[src/rtl/secim_sayim_kontrol.sv]
// Sequential election count controller sharing one external sandik evaluator across four boxes.
// Optional SECIM_TEKRAR_SAYIM_EN: evaluate each box twice and flag disagreement on hata.
module secim_sayim_kontrol #(
    parameter int unsigned BEKLEME = 0
) (
    input  logic       clk,
    input  logic       rst,
    input  logic       start,
    input  logic [7:0] T,
    input  logic [7:0] H,
    output logic [1:0] sandik_T,
    output logic [1:0] sandik_H,
    input  logic       sandik_S,
    output logic [1:0] sandik_sec,
    output logic       mesgul,
    output logic       bitti,
    output logic [3:0] sonuc,
    output logic       S
`ifdef SECIM_TEKRAR_SAYIM_EN
   ,output logic       hata
`endif
);

    typedef enum logic [1:0] {BOSTA, SAY, KARAR} durum_t;

    localparam logic [3:0] BEKLEME_W = 4'(BEKLEME);

    durum_t     durum_q, durum_d;
    logic [7:0] t_lat_q, t_lat_d, h_lat_q, h_lat_d;
    logic [1:0] idx_q, idx_d;
    logic [3:0] cnt_q, cnt_d;
    logic [3:0] tmp_q, tmp_d;
    logic [1:0] sandik_t_q, sandik_t_d, sandik_h_q, sandik_h_d;
    logic [1:0] sec_q, sec_d;
    logic       mesgul_q, mesgul_d;
    logic       bitti_q, bitti_d;
    logic [3:0] sonuc_q, sonuc_d;
    logic       s_q, s_d;
    logic       pencere_son;
`ifdef SECIM_TEKRAR_SAYIM_EN
    logic       tur_q, tur_d;
    logic       fark_q, fark_d;
    logic       hata_q, hata_d;
`endif

    function automatic logic [1:0] dilim(input logic [7:0] v, input logic [1:0] i);
        case (i)
            2'd0:    return v[7:6];
            2'd1:    return v[5:4];
            2'd2:    return v[3:2];
            default: return v[1:0];
        endcase
    endfunction

    always_comb begin
        durum_d     = durum_q;
        t_lat_d     = t_lat_q;
        h_lat_d     = h_lat_q;
        idx_d       = idx_q;
        cnt_d       = cnt_q;
        tmp_d       = tmp_q;
        sandik_t_d  = sandik_t_q;
        sandik_h_d  = sandik_h_q;
        sec_d       = sec_q;
        mesgul_d    = mesgul_q;
        bitti_d     = 1'b0;
        sonuc_d     = sonuc_q;
        s_d         = s_q;
        pencere_son = 1'b0;
`ifdef SECIM_TEKRAR_SAYIM_EN
        tur_d       = tur_q;
        fark_d      = fark_q;
        hata_d      = hata_q;
`endif
        case (durum_q)
            BOSTA: begin
                sandik_t_d = '0;
                sandik_h_d = '0;
                sec_d      = '0;
                mesgul_d   = 1'b0;
                if (start) begin
                    // Box 0 slice is taken straight from the inputs so it is on the bus in the first SAY cycle.
                    t_lat_d    = T;
                    h_lat_d    = H;
                    idx_d      = '0;
                    cnt_d      = '0;
                    sandik_t_d = T[7:6];
                    sandik_h_d = H[7:6];
                    mesgul_d   = 1'b1;
                    durum_d    = SAY;
`ifdef SECIM_TEKRAR_SAYIM_EN
                    tur_d      = 1'b0;
                    fark_d     = 1'b0;
`endif
                end
            end
            SAY: begin
                if (cnt_q == BEKLEME_W) begin
`ifdef SECIM_TEKRAR_SAYIM_EN
                    if (!tur_q) begin
                        tmp_d[~idx_q] = sandik_S;
                        tur_d         = 1'b1;
                        cnt_d         = '0;
                    end else begin
                        fark_d      = fark_q | (tmp_q[~idx_q] != sandik_S);
                        tur_d       = 1'b0;
                        pencere_son = 1'b1;
                    end
`else
                    tmp_d[~idx_q] = sandik_S;
                    pencere_son   = 1'b1;
`endif
                end else begin
                    cnt_d = cnt_q + 4'd1;
                end
                if (pencere_son) begin
                    if (idx_q == 2'd3) begin
                        sandik_t_d = '0;
                        sandik_h_d = '0;
                        sec_d      = '0;
                        durum_d    = KARAR;
                    end else begin
                        idx_d      = idx_q + 2'd1;
                        cnt_d      = '0;
                        sandik_t_d = dilim(t_lat_q, idx_q + 2'd1);
                        sandik_h_d = dilim(h_lat_q, idx_q + 2'd1);
                        sec_d      = idx_q + 2'd1;
                    end
                end
            end
            KARAR: begin
                sonuc_d  = tmp_q;
                s_d      = (tmp_q[0] & (tmp_q[1] | tmp_q[3] | tmp_q[2])) |
                           (tmp_q[3] & tmp_q[2] & tmp_q[1]);
                bitti_d  = 1'b1;
                mesgul_d = 1'b0;
                durum_d  = BOSTA;
`ifdef SECIM_TEKRAR_SAYIM_EN
                hata_d   = fark_q;
`endif
            end
            default: durum_d = BOSTA;
        endcase
    end

    always_ff @(posedge clk) begin
        if (rst) begin
            durum_q    <= BOSTA;
            t_lat_q    <= '0;
            h_lat_q    <= '0;
            idx_q      <= '0;
            cnt_q      <= '0;
            tmp_q      <= '0;
            sandik_t_q <= '0;
            sandik_h_q <= '0;
            sec_q      <= '0;
            mesgul_q   <= 1'b0;
            bitti_q    <= 1'b0;
            sonuc_q    <= '0;
            s_q        <= 1'b0;
`ifdef SECIM_TEKRAR_SAYIM_EN
            tur_q      <= 1'b0;
            fark_q     <= 1'b0;
            hata_q     <= 1'b0;
`endif
        end else begin
            durum_q    <= durum_d;
            t_lat_q    <= t_lat_d;
            h_lat_q    <= h_lat_d;
            idx_q      <= idx_d;
            cnt_q      <= cnt_d;
            tmp_q      <= tmp_d;
            sandik_t_q <= sandik_t_d;
            sandik_h_q <= sandik_h_d;
            sec_q      <= sec_d;
            mesgul_q   <= mesgul_d;
            bitti_q    <= bitti_d;
            sonuc_q    <= sonuc_d;
            s_q        <= s_d;
`ifdef SECIM_TEKRAR_SAYIM_EN
            tur_q      <= tur_d;
            fark_q     <= fark_d;
            hata_q     <= hata_d;
`endif
        end
    end

    assign sandik_T   = sandik_t_q;
    assign sandik_H   = sandik_h_q;
    assign sandik_sec = sec_q;
    assign mesgul     = mesgul_q;
    assign bitti      = bitti_q;
    assign sonuc      = sonuc_q;
    assign S          = s_q;
`ifdef SECIM_TEKRAR_SAYIM_EN
    assign hata       = hata_q;
`endif

endmodule
[config.mk]
export PLATFORM = sky130hd
export DESIGN_NAME = secim_sayim_kontrol
export DESIGN_NICKNAME = d
export VERILOG_FILES = /design/src/rtl/secim_sayim_kontrol.sv
export SDC_FILE = /design/constraint.sdc
export NUM_CORES = 1
export LEC_CHECK = 0
export CAP_MARGIN = 15
export CORE_ASPECT_RATIO = 1.75
export CORE_MARGIN = 1.5
export CORE_UTILIZATION = 25
export CTS_CLUSTER_SIZE = 14
export DETAILED_ROUTE_END_ITERATION = 8
export SLEW_MARGIN = 10
export SYNTH_ARGS = -nofsm -noshare
export SYNTH_HDL_FRONTEND = slang
export SYNTH_SLANG_ARGS = --single-unit
[constraint.sdc]
create_clock -name clk -period 2.2 [get_ports clk]
set_input_delay 0.55 -clock clk [delete_from_list [all_inputs] [get_ports clk]]
set_output_delay 0.55 -clock clk [all_outputs]
set_load 0.03 [all_outputs]
==> impl_metrics.csv, run 1 <==
group,metric,value,unit
final_layout,stdcell_area,2440,um2
timing,fmax,527,MHz
timing,setup_viol,0,
yosys,ys_async_sr_fraction,0,%
timing,setup_tns,0,ns
yosys,synth_warnings,0,
yosys,synth-seq-area-share,44.4,%
yosys,synth_ff_type,"dfxtp_1",
critical_path,crit_path_start_kind,"flip-flop",
cts,cts_made_buffers,5,
final_layout,stdcell_count,341,
routing,wl_met3,131,um
cts,postCtsSetupRepairBufs,0,
final_layout,antenna_cells,0,
routing,post_drt_wl_per_cell,13.9,um
routing,dr_wl_met2,2.77,mm
cts,cts_hold_buf,0,
yosys,synth-seq-cells,41,
place,io_buffers,32,
grt,grtUsageTotal,12.6,%
critical_path,reg2regPathDepth,4,
hold_path,hold_depth,2,
final_layout,fin_util,34.0,%
cts,htreeDepth,2,
critical_path,critPathMaxFanout,7,
power,peakVddDrop,0.419,mV
timing,relSlewSlack,66.7,%
timing,report.final.slew_viol_count,0,
critical_path,path_buf_inv,0,
critical_path,cpMaxStageDelayCell,"or4b_4",
place,place_ws,0.179,ns
routing,drt_first_pass_iters,4,
timing,finClkSkew,0.00403,ns
power,power.density,692,nW/um2
place,gp_congestion,0.825,
yosys,synth-edff-count,0,
yosys,ys_types,31,
critical_path,worstPathCellList,"ha_1, or4b_4, or4b_1, o31ai_1",
yosys,syn-num-nets,245,
routing,highest_layer,"met4",
floorplanning,ioPinCount,33,
timing,period_share,86.2,%
floorplanning,fp.dieH,117,um
floorplanning,die_w,68.0,um
cts,cts_buffer_depth,2,
yosys,synth_top_area_cell,"dfxtp_1",
final_layout,final_nets,282,
critical_path,crit_arrival,2.10,ns
cts,clk_pin_slew,0.06,ns
routing,final_antenna_net_count,0,
routing,drtIter0Drc,34,
routing,drc,0,
yosys,synth.avg_cell_area,8.52,um2
timing,worst_slew_pin_slew,0.499,ns
critical_path,max_stage_delay,0.54,ns
final_layout,num-fill-cells,776,
grt,grt_pass1_vias,1587,
cts,cts_tree,"yes",
yosys,yosysMostFrequentCell,"nand2_1",
grt,grt_max_degree,23,
yosys,synth_common_cells,"nand2_1 (46), dfxtp_1 (41), a21oi_1 (28)",
cts,cts_resized,0,
yosys,synthTopCellsByArea,"dfxtp_1 (44%), nand2_1 (9.3%), a21oi_1 (7.6%)",
place,place_inst,333,
place,dp.final_hpwl,3.65,mm
critical_path,path_class,"reg2reg",
grt,gr-total-overflow,0,
routing,drt-met1-wl,1.71,mm
outcome,status,"finished, final reports clean",
critical_path,endpoint_kind,"flip-flop",
critical_path,worstPathRequired,2.40,ns
hold_path,holdCritPathClass,"reg2reg",
timing,hold_viol_final,0,
yosys,synth_cells,217,
critical_path,cp.depth,4,
final_layout,area_growth,32.2,%
floorplanning,core_area,7180,um2
grt,antenna_found_initial,0,
critical_path,cp_top_family,"simple AND/OR/NAND/NOR gates",
power,p_leak,0.919,nW
flow_run,cap_violations,0,
routing,num_vias,1645,
routing,wirelength,4.73,mm
cts,insertion_delay,0.28,ns
yosys,yosysTopAreaCellShare,44.4,%
routing,avgViaCountPerCell,4.82,
floorplanning,start_util,25.7,%
yosys,syn-cell-area,1850,um2
cts,cts_root_buf,"clkbuf_16",
floorplanning,die_area,7940,um2
final_layout,drive_gt1_share,9.02,%
floorplanning,rows,41,
cts,cts_sinks,41,
place,place_area,2300,um2
grt,grt_pass1_wl,7.42,mm
timing,fin_ws,0.303,ns
timing,rsz0062_at_grt,"false",
timing,finalCriticalPeriod,1.90,ns
per-layer routing:
| metal | global-route usage (%) | up-vias |
|---|---|---|
| met5 | 0 | - |
| met4 | 6.27 | 0 |
| met3 | 2.02 | 8 |
| met2 | 24.6 | 32 |
| met1 | 12.0 | 769 |
| li1 | - | 836 |
path summary, 6_finish.rpt:
| check | start | end | slack (ns) |
|---|---|---|---|
| max | idx_q[0]$_SDFFE_PP0P_ | idx_q[1]$_SDFFE_PP0P_ | 0.30 |
| min | h_lat_q[7]$_SDFFE_PP0P_ | h_lat_q[7]$_SDFFE_PP0P_ | 0.46 |
| max reg2reg | idx_q[0]$_SDFFE_PP0P_ | idx_q[1]$_SDFFE_PP0P_ | 0.30 |
| min reg2reg | h_lat_q[7]$_SDFFE_PP0P_ | h_lat_q[7]$_SDFFE_PP0P_ | 0.46 |
layout make-up:
| class | instances | area [um2] | share of cell area, % |
|---|---|---|---|
| Timing Repair Buffer | 41 | 388 | 15.9 |
| Sequential cell | 41 | 821 | 33.6 |
| Multi-Input combinational cell | 161 | 968 | 39.7 |
| Clock buffer | 5 | 125 | 5.12 |
| Clock inverter | 3 | 17.5 | 0.717 |
| Tap cell | 86 | 108 | 4.41 |
| Inverter | 4 | 15.0 | 0.615 |
layout by cell type (no fill, tap or decap), drive strengths merged:
cell / synthesis / layout
or3: 1 / 1
or3b: 4 / 4
buf: 3 / 9
nor2: 5 / 5
nor4b: 1 / 1
mux2i: 4 / 4
a22o: 4 / 4
nor2b: 2 / 2
a21o: 5 / 5
or4b: 2 / 2
nand4b: 1 / 1
clkinv: 0 / 2
dfxtp: 41 / 41
inv: 4 / 4
a311oi: 8 / 8
nand2b: 11 / 11
clkdlybuf4s50: 0 / 32
o21bai: 1 / 1
o211ai: 4 / 4
o21ai: 2 / 2
clkinvlp: 0 / 1
a21oi: 28 / 28
a31oi: 1 / 1
ha: 8 / 8
nor3: 5 / 5
o31ai: 1 / 1
nand2: 46 / 46
nand3: 12 / 12
nor3b: 4 / 4
clkbuf: 8 / 5
a41oi: 1 / 1
logic make-up (layout without fill, tap and decap cells):
group | Yosys count | count (layout) | synth area share, %
flip-flops | 41 | 41 | 44.4
buffers and inverters | 15 | 53 | 3.18
AND/OR/NAND/NOR | 94 | 94 | 25.7
multiplexers | 4 | 4 | 2.17
adder cells (fa/ha/maj) | 8 | 8 | 5.42
AO/OA/AOI/OAI | 55 | 55 | 19.1
worst reg2reg max path, cell delays in order (launching register included):
cell and delay (ns):
dfxtp_1 0.38, ha_1 0.29, or4b_4 0.54, or4b_1 0.53
o31ai_1 0.08
through the flow:
step | total power [mW] | hold slack, ns
floorplan | 0.912 | 0.431
global placement | 1.00 | 0.443
detailed placement | 1.01 | 0.450
CTS | 1.71 | 0.458
global route | 1.76 | 0.473
finish | 1.69 | 0.457
flip-flops by register name (all words and copies together) (netlist names):
name	cells
idx_q	2
durum_q	2
mesgul	1
sandik_H	2
sandik_T	2
h_lat_q	8
cnt_q	4
t_lat_q	8
sonuc	4
S	1
tmp_q	4
sandik_sec	2
bitti	1
power by group:
part | switching (mW) | leakage, nW | total, mW | internal (mW)
clock network | 0.288 | 0.0696 | 0.703 | 0.415
logic | 0.102 | 0.515 | 0.194 | 0.0920
registers | 0.0212 | 0.334 | 0.793 | 0.772
total | 0.411 | 0.919 | 1.69 | 1.28
(Power assumes the default switching activity.)
==> run 2, diff against run 1 <==
--- a/config.mk
+++ b/config.mk
@@ -11,6 +11,7 @@
 export CORE_UTILIZATION = 25
 export CTS_CLUSTER_SIZE = 14
 export DETAILED_ROUTE_END_ITERATION = 8
+export GPL_TIMING_DRIVEN = 0
 export SLEW_MARGIN = 10
 export SYNTH_ARGS = -nofsm -noshare
 export SYNTH_HDL_FRONTEND = slang
==> constraint.sdc (replaced) <==
create_clock -name clk -period 2.24 [get_ports clk]
set_input_delay 0.56 -clock clk [delete_from_list [all_inputs] [get_ports clk]]
set_output_delay 0.56 -clock clk [all_outputs]
set_load 0.03 [all_outputs]
==> run 2 against run 1 <==
Compared with the run above:
- power grew 1.7%
- clock skew grew 0.0015 ns
- core utilization grew 0.087 points
- global-route usage grew 1.0 points
- via count grew 1.1%
- die area is the same
- flip-flop and latch count is the same
- critical path depth is the same
- clock power grew 7.1%
- clock-buffer cell count grew 2
- critical path type is now in2reg
- critical endpoint is now durum_q[1]$_SDFFE_PP0P_
- highest routed layer unchanged
==> impl_metrics.csv, run 2 (synthesized netlist as in run 1, its figures left out) <==
group,metric,value,unit
cts,cts_root_buf,"clkbuf_16",
place,dp.final_hpwl,3.75,mm
timing,period_share,90.6,%
critical_path,path_class,"in2reg",
power,power.density,702,nW/um2
place,gp_congestion,0.835,
critical_path,crit_path_start_kind,"input pin",
critical_path,endpoint_kind,"flip-flop",
critical_path,reg2regPathDepth,5,
timing,hold_viol_final,0,
grt,gr-total-overflow,0,
timing,worst_slew_pin_slew,0.800,ns
grt,grt_pass1_wl,7.85,mm
final_layout,antenna_cells,0,
grt,grt_pass1_vias,1687,
hold_path,holdCritPathClass,"reg2reg",
floorplanning,die_w,68.0,um
routing,avgViaCountPerCell,4.85,
critical_path,crit_arrival,2.18,ns
hold_path,hold_start,"h_lat_q[6]$_SDFFE_PP0P_",
timing,finClkSkew,0.00549,ns
flow_run,cap_violations,0,
floorplanning,fp.dieH,117,um
cts,cts_tree,"yes",
routing,drtIter0Drc,42,
critical_path,worstPathRequired,2.39,ns
routing,post_drt_wl_per_cell,14.2,um
critical_path,r2r-end,"cnt_q[0]$_SDFFE_PP0P_",
routing,drc,0,
final_layout,layout_commonest_cell,"nand2_1",
floorplanning,die_area,7940,um2
place,io_buffers,32,
cts,cts_hold_buf,0,
hold_path,hold_depth,2,
outcome,status,"finished, final reports clean",
critical_path,r2r-start,"cnt_q[0]$_SDFFE_PP0P_",
timing,rsz0062_at_grt,"false",
grt,grtUsageTotal,13.6,%
final_layout,reg_top3,"h_lat_q: 8 flops, t_lat_q: 8 flops",
final_layout,drive_gt1_share,6.61,%
routing,num_vias,1663,
grt,antenna_found_initial,0,
final_layout,area_growth,32.5,%
timing,report.final.slew_viol_count,0,
critical_path,critPathMaxFanout,10,
routing,final_antenna_net_count,0,
floorplanning,start_util,25.7,%
timing,fmax,493,MHz
critical_path,r2r_slack,0.27,ns
final_layout,stdcell_area,2450,um2
cts,cts_sinks,41,
timing,finalCriticalPeriod,2.03,ns
timing,setup_viol,0,
timing,setup_tns,0,ns
floorplanning,core_area,7180,um2
cts,clk_pin_slew,0.06,ns
place,place_area,2280,um2
grt,grt_max_degree,13,
cts,insertion_delay,0.28,ns
hold_path,min_to,"h_lat_q[6]$_SDFFE_PP0P_",
final_layout,final_nets,284,
routing,drt_first_pass_iters,4,
cts,htreeDepth,2,
floorplanning,ioPinCount,33,
cts,cts_made_buffers,5,
timing,relSlewSlack,46.5,%
final_layout,layout_common_cells,"nand2_1 (46), dfxtp_1 (41), clkdlybuf4s50_1 (31)",
power,p_leak,0.919,nW
cts,cts_buffer_depth,2,
power,peakVddDrop,0.491,mV
floorplanning,rows,41,
routing,wirelength,4.86,mm
-- run 2: cell types whose count changed in the layout (fill, tap and decap cells not counted), moves of 2 or more --
cell,delta
buf_2,+2
buf_4,-9
clkbuf_1,+8
clkbuf_8,+2
-- run 2: worst max path at each step --
stage                                from                       to  slack (ns)  cells after the start
floorplan           idx_q[0]$_SDFFE_PP0P_    idx_q[1]$_SDFFE_PP0P_        0.51                      4
global placement                    start  t_lat_q[1]$_SDFFE_PP0P_       -0.24                      5
detailed placement                  start  t_lat_q[1]$_SDFFE_PP0P_       -0.24                      5
CTS                                 start  h_lat_q[3]$_SDFFE_PP0P_        0.05                      5
global route                          rst  durum_q[1]$_SDFFE_PP0P_         0.1                      4
finish                                rst  durum_q[1]$_SDFFE_PP0P_        0.21                      4
-- run 2: layout make-up --
| type | instances | area, um2 |
|---|---|---|
| Buffer | 11 | 43.8 |
| Clock buffer | 7 | 153 |
| Clock inverter | 1 | 5.00 |
| Fill cell | 799 | 4730 |
| Inverter | 4 | 15.0 |
| Multi-Input combinational cell | 161 | 981 |
| Sequential cell | 41 | 821 |
| Tap cell | 86 | 108 |
| Timing Repair Buffer | 32 | 323 |
-- run 2: critical path: stages --
cell             delay, ns
clkdlybuf4s50_1       0.57
clkbuf_1              0.46
buf_1                 0.46
nor3_1                0.12
-- run 2: power by group --
| group | total [mW] | internal, mW | switching [mW] |
|---|---|---|---|
| registers | 0.779 | 0.758 | 0.0209 |
| clock network | 0.753 | 0.471 | 0.281 |
| logic | 0.187 | 0.0860 | 0.101 |
| total | 1.72 | 1.32 | 0.404 |
-- run 2: timing repair --
item / in CTS / in global routing
resized for setup: 0 / 2
setup buffers: 0 / 0
endpoints found under the setup margin: 0 / 10
-- run 2: stage by stage --
| step | cells | hold WS (ns) | power (mW) | worst slack, ns | util [%] |
|---|---|---|---|---|---|
| finish | 343 | 0.451 | 1.72 | 0.211 | 34.1 |
| global route | 343 | 0.475 | 1.78 | 0.0981 | 34.1 |
| CTS | 343 | 0.457 | 1.74 | 0.0515 | 33.9 |
| detailed placement | 335 | 0.449 | 0.983 | -0.240 | 31.7 |
| global placement | 335 | 0.446 | 0.982 | -0.240 | 31.7 |
| floorplan | 217 | 0.431 | 0.896 | 0.506 | - |
-- run 2: routing by layer --
metal | GRT usage (%) | up-vias | routed length (um)
met4 | 6.27 | 0 | 130
met2 | 26.0 | 28 | 2830
met5 | 0 | - | 0
li1 | - | 842 | -
met3 | 3.66 | 12 | 177
met1 | 12.8 | 781 | 1730
==> run 3, diff against run 2 <==
--- a/config.mk
+++ b/config.mk
@@ -12,6 +12,7 @@
 export CTS_CLUSTER_SIZE = 14
 export DETAILED_ROUTE_END_ITERATION = 8
 export GPL_TIMING_DRIVEN = 0
+export HOLD_SLACK_MARGIN = 0.06
 export SLEW_MARGIN = 10
 export SYNTH_ARGS = -nofsm -noshare
 export SYNTH_HDL_FRONTEND = slang
==> results of run 3 <==
Final layout, timing and power as in run 2 (identical DEF).
